## src/rtl/clk_period_meter.sv

```systemverilog
// Measures the rising-to-rising period of a slow asynchronous clock in clockin cycles,
// with stall detection and a wrapping edge counter.
module clk_period_meter #(
    parameter int unsigned WIDTH   = 26,
    parameter int unsigned TIMEOUT = 20_000_000
) (
    input  logic             clockin,
    input  logic             resetn,
    input  logic             sigin,
    output logic [WIDTH-1:0] period,
    output logic             period_valid,
    output logic             stalled,
    output logic [7:0]       edge_count
);

    typedef enum logic [1:0] {
        WAIT_FIRST,
        MEASURE,
        STALL
    } state_t;

    localparam logic [WIDTH-1:0] CNT_MAX = WIDTH'(TIMEOUT);
    localparam logic [WIDTH-1:0] CNT_ONE = WIDTH'(1);

    state_t           state, state_nxt;
    logic             s1, s2, s3;
    logic             edge_p;
    logic [WIDTH-1:0] cnt, cnt_nxt;
    logic [WIDTH-1:0] period_nxt;
    logic             period_valid_nxt;
    logic             stalled_nxt;

    // s3 resets low, so a sigin already high at reset release yields one edge pulse
    always_ff @(posedge clockin or negedge resetn) begin
        if (!resetn) begin
            s1 <= 1'b0;
            s2 <= 1'b0;
            s3 <= 1'b0;
        end else begin
            s1 <= sigin;
            s2 <= s1;
            s3 <= s2;
        end
    end

    assign edge_p = s2 & ~s3;

    always_ff @(posedge clockin or negedge resetn) begin
        if (!resetn) begin
            state        <= WAIT_FIRST;
            cnt          <= '0;
            period       <= '0;
            period_valid <= 1'b0;
            stalled      <= 1'b0;
        end else begin
            state        <= state_nxt;
            cnt          <= cnt_nxt;
            period       <= period_nxt;
            period_valid <= period_valid_nxt;
            stalled      <= stalled_nxt;
        end
    end

    always_comb begin
        state_nxt        = state;
        cnt_nxt          = cnt;
        period_nxt       = period;
        period_valid_nxt = 1'b0;
        stalled_nxt      = stalled;
        case (state)
            WAIT_FIRST: begin
                if (edge_p) begin
                    cnt_nxt   = CNT_ONE;
                    state_nxt = MEASURE;
                end
            end
            MEASURE: begin
                // An edge landing exactly on the timeout still counts as a valid measurement
                if (edge_p) begin
                    period_nxt       = cnt;
                    period_valid_nxt = 1'b1;
                    cnt_nxt          = CNT_ONE;
                end else if (cnt == CNT_MAX) begin
                    state_nxt   = STALL;
                    stalled_nxt = 1'b1;
                end else begin
                    cnt_nxt = cnt + CNT_ONE;
                end
            end
            STALL: begin
                if (edge_p) begin
                    cnt_nxt     = CNT_ONE;
                    stalled_nxt = 1'b0;
                    state_nxt   = MEASURE;
                end
            end
            default: state_nxt = WAIT_FIRST;
        endcase
    end

    always_ff @(posedge clockin or negedge resetn) begin
        if (!resetn) begin
            edge_count <= '0;
        end else if (edge_p) begin
            edge_count <= edge_count + 8'd1;
        end
    end

endmodule

```

## config.mk

```make
export PLATFORM = sky130hd
export DESIGN_NAME = clk_period_meter
export DESIGN_NICKNAME = d
export VERILOG_FILES = /design/src/rtl/clk_period_meter.sv
export SDC_FILE = /design/constraint.sdc
export NUM_CORES = 1
export LEC_CHECK = 0
export BUFFER_PORTS_ARGS = -buffer_cell sky130_fd_sc_hd__buf_4
export CAP_MARGIN = 20
export CORE_MARGIN = 2
export CORE_UTILIZATION = 40
export CTS_BUF_LIST = sky130_fd_sc_hd__clkbuf_4
export CTS_CLUSTER_DIAMETER = 80
export DETAILED_ROUTE_END_ITERATION = 10
export PLACE_DENSITY_LB_ADDON = 0.2
export SYNTH_ARGS = -nofsm -noshare
export SYNTH_HDL_FRONTEND = slang
export SYNTH_SLANG_ARGS = --single-unit
```

## constraint.sdc

```tcl
create_clock -name clockin -period 3 [get_ports clockin]
set_input_delay 0.6 -clock clockin [delete_from_list [all_inputs] [get_ports clockin]]
set_output_delay 0.6 -clock clockin [all_outputs]
set_load 0.02 [all_outputs]
```

; ---- Word-level counts from Yosys, hierarchy flattened
; Index checks and enable logic that the tools add are counted.
[totals]
ff_bits = 67
inputBits = 3
out_inout_bits = 36
elab_cells = 43
[classes]
n_addsub = 2
n_eq_ne = 8
muxes = 14
n_bitwise = 2
n_reduce_logical = 8
[ops]
columns = op, n
row1 = 26-bit 2-to-1 mux, 3
row2 = 26-bit one-hot mux with 2 select lines, 1
row3 = 26-bit by 1-bit adder with 26-bit output (second input constant), 1
row4 = 26-bit by 25-bit == test with 1-bit output (second input constant), 1
row5 = 8-bit by 1-bit adder with 8-bit output (second input constant), 1
row6 = 2-bit 2-to-1 mux, 3
row7 = 2-bit inequality test (second input constant), 3
row8 = 3-bit AND reduction, 2
row9 = 1-bit 2-to-1 mux, 5
row10 = 2-bit one-hot mux with 2 select lines, 1
row11 = 4-bit AND reduction, 1
row12 = 2-bit nonzero test, 2
row13 = 3-bit inequality test (second input constant), 1
row14 = 2-bit by 1-bit == test with 1-bit output (second input constant), 1
row15 = 2-bit == test (second input constant), 1
row16 = 2-bit logical NOT, 1
row17 = 2-bit by 1-bit inequality test with 1-bit output (second input constant), 1
row18 = 1-bit one-hot mux with 2 select lines, 1
row19 = 2-bit AND reduction, 1
row20 = 2-bit OR reduction, 1
row21 = 1-bit AND, 1
row22 = 1-bit NOT, 1

; ---- Longest topological paths before layout
[depth]
ltp_word = 4
ltp_mapped = 9
ltp_nobuf = 7

; ---- Worst setup path before layout
; Ideal clock, no wire load.
[synth_path]
path_type = reg2reg
from = register cnt[17]
to = register cnt[10]
setup_time_ns = 0.129
arrival_time_ns = 2.098
path_slack_ns = 0.773
path_stages_with_launch = 8
period_less_slack_ns = 2.227
path_cell_list = dfrtp_1 buf_6 or4_1 or4_4 o211ai_2 buf_6 buf_6 o21ai_0
[synth_via]
elab_chain_len = 3
[synth_lines]
columns = element, line_no
row1 = "start, declared", 28  ; logic [WIDTH-1:0] cnt, cnt_nxt;
row2 = "start signal, assigned", 57  ; cnt <= cnt_nxt;
row3 = 26-bit by 25-bit == test with 1-bit output, 83  ; end else if (cnt == CNT_MAX) begin
row4 = 3-bit inequality test (no source line), n/a
row5 = 3-bit AND reduction (no source line), n/a
; No other way between the ends.
; A chain may end at the register's enable or synchronous reset.

; ---- Final worst setup path
[layout_path]
from = register cnt[17]
to = register cnt[15]
; Same word-level chain as after synthesis.

==> qor.csv <==
stage,metric,value,unit
floorplan,coreArea,0.00761,mm^2
clock_network,cts-root-buf,clkbuf_4,
yosys,yosysMostFrequentCell,dfrtp_1,
sta,skew,0.0131,ns
clock_network,path_clk_slew,0.11,ns
floorplan,die_w,92.1,um
floorplan,die-area,0.00849,mm^2
power_and_ir_drop,ir_drop,325,uV
yosys,ys.flop_type,dfrtp_1,
worst_setup_path,critical_path.endpoint,cnt[15],
global_routing,grt_overflow_total,0,
global_routing,use_met1,24.6,%
status,status,"finished, final reports clean",
clock_network,ctsResizeCount,0,
global_routing,use_met3,3.94,%
global_routing,grt_max_degree,68,
global_routing,grtUsageMet2,24.6,%
yosys,yosysSeqAreaShare,53.9,%
yosys,synth-warning-count,0,
cells_and_area,area_growth,16.7,%
cells_and_area,fillCellCount,740,
sta,layout_min_cycle_time,2.45,ns
routing,vias_per_cell,5.45,
worst_setup_path,timing.rr.start,cnt[17],
yosys,synthArstFlopShare,100,%
yosys,synth_area_leader_cell,dfrtp_1,
place,dp_hpwl,4.46,mm
yosys,synth_edf_count,0,
sta,holdWs,0.282,ns
worst_setup_path,path_max_fanout,22,
power_and_ir_drop,p_leak,1.63,nW
cells_and_area,final-seq-area,0.00168,mm^2
routing,wirelength,6.69,mm
cells_and_area,postLayoutCoreUtil,47.7,%
worst_setup_path,reg2regPathDepth,6,
global_routing,grt-busiest-layer,met1,
routing,ant_nets,0,
place,gp_congestion,0.895,
yosys,synthesis.area,0.00311,mm^2
sta,hold_viol,0,
worst_setup_path,required,3.28,ns
worst_setup_path,path_cells,or4_1 > or4_4 > o211ai_2 > buf_4 > nand2b_1 > o21ai_0,
floorplan,rows,32,
yosys,synthCells,286,
worst_setup_path,max_stage_delay,0.57,ns
cells_and_area,drive_gt1_share,28.0,%
sta,drv_slew,0,
global_routing,grt_pass1_vias,2377,
hold_path,holdCritPathClass,in -> async,
yosys,synth-seq-cells,67,
sta,setup-violations-final,0,
floorplan,start_util,40.9,%
global_routing,antenna_found_initial,0,
clock_network,cts.hold.buffers_added,0,
cells_and_area,fin_nets,337,
cells_and_area,multi_input_area,0.00132,mm^2
worst_setup_path,startpoint_type,flip-flop,
clock_network,cts_sinks,67,
clock_network,cts_buffers,9,
yosys,synthTopCellsByArea,"dfrtp_1, mux2_2, o21ai_0",
sta,worst_pin_slew,0.835,ns
global_routing,grt_first_pass_wirelength,11.6,mm
sta,rsz0062_at_grt,false,
yosys,synth_nets,292,
yosys,syn_avg_cell_area,10.9,um^2
worst_setup_path,critPathLaunch,cnt[17],
yosys,synthTopCellsByCount,"dfrtp_1, o21ai_0, mux2_2",
sta,post-route-period-util,81.7,%
yosys,synth.distinct_cells,38,
worst_setup_path,crit_path_end_kind,flip-flop,
floorplan,die_y,92.1,um
clock_network,cts_max_level,3,
worst_setup_path,crit_type,reg -> reg,
worst_setup_path,rrSetupSlack,0.55,ns
worst_setup_path,critPathArrivalTime,2.73,ns
routing,vias,2387,
sta,fmax,408,MHz
clock_network,clockBufferDepth,2,
worst_setup_path,slowest_stage,or4_4,
clock_network,cts_tree,built,
routing,wl_per_cell,15.3,um
place,io_buffers,38,
floorplan,io_pins,39,
global_routing,grt_usage,17.3,%
worst_setup_path,reg2reg_to,cnt[15],
sta,finalSetupTns,0,ns
power_and_ir_drop,p_per_area,538,mW/mm^2
routing,drtIter0Drc,194,
clock_network,post_cts_buffers,0,
yosys,yosysTopAreaCellShare,53.9,%
sta,slew_headroom,44.3,%
run,max_cap_viol_count,0,
routing,dr.pass1.iters,4,
clock_network,clk_latency,0.42,ns
cells_and_area,antennaDiodeCount,0,
routing,drc,0,
==> through the flow <==
step	instance area [um^2]	setup slack (ns)	total power, mW	cells
after global routing	3630	0.468	2.07	438
final	3630	0.550	1.95	438
after CTS	3630	0.555	1.98	438
after global placement	3520	0.629	1.47	422
after floorplan	3110	0.773	1.31	286
after detailed placement	3520	0.573	1.48	422
==> metal layers <==
| layer | wire length, um | up-vias |
|---|---|---|
| met3 | 280 | 12 |
| met5 | 0 | - |
| met2 | 2890 | 52 |
| met4 | 146 | 0 |
| met1 | 3370 | 1171 |
| li1 | - | 1152 |
==> area by class of cell <==
type / instances / area share, %
Sequential cell: 67 / 46.2
Multi-Input combinational cell: 199 / 36.4
Timing Repair Buffer: 48 / 10.3
Tap cell: 102 / 3.52
Clock buffer: 10 / 2.07
Clock inverter: 6 / 0.897
Inverter: 6 / 0.621
==> flip-flops by register name, summed over array words and instances (netlist names) <==
signal,cells
s2,1
s1,1
stalled,1
cnt,26
period_valid,1
s3,1
edge_count,8
state,2
period,26
==> where the power goes <==
part	switching, mW	internal, mW
Clock	0.323	0.171
Combinational	0.197	0.169
Sequential	0.0998	0.990
Total	0.620	1.33
==> critical path, delay by kind of cell, from the launching register on <==
kind,cells,cell delay [ns]
AND/OR/NAND/NOR,3,1.26
buffers and inverters,1,0.29
flip-flops,1,0.48
AO/OA/AOI/OAI,2,0.28
==> worst min-delay path by stage <==
stage / end / slack, ns / startpoint
floorplan: cnt[0] / 0.30 / resetn
global placement: s2 / 0.34 / s1
detailed placement: s2 / 0.34 / s1
CTS: s1 / 0.26 / sigin
global route: s1 / 0.26 / sigin
finish: period[15] / 0.28 / resetn
==> cell families (layout without fill, tap and decap cells) <==
group / count (synthesis) / after routing / synth area share (%)
adders and majority gates: 3 / 3 / 1.21
buffers and inverters: 20 / 70 / 3.70
muxes: 26 / 26 / 9.42
DFF: 67 / 67 / 53.9
xor gates and xnor gates: 7 / 7 / 1.97
AOI/OAI and AO/OA: 69 / 69 / 13.9
and+or+nand+nor: 94 / 94 / 15.8
==> cell usage in the layout, fill, tap and decap left out, types with 2 or more instances in the layout <==
cell type / n
a21oi_1: 7
a31oi_1: 7
a41oi_1: 4
and3_1: 3
buf_4: 47
clkbuf_4: 10
clkinv_1: 2
clkinv_2: 2
clkinvlp_4: 2
dfrtp_1: 67
ha_1: 3
inv_1: 6
mux2_2: 26
nand2_1: 20
nand2b_1: 8
nand3_1: 14
nand4_1: 9
nor2_1: 17
nor2b_1: 2
nor3_1: 6
nor4_1: 3
o21ai_0: 32
o21ai_1: 2
o31ai_1: 9
o41ai_1: 5
or4_1: 3
xnor2_1: 6
No activity file was read; power rests on OpenSTA's default activity.
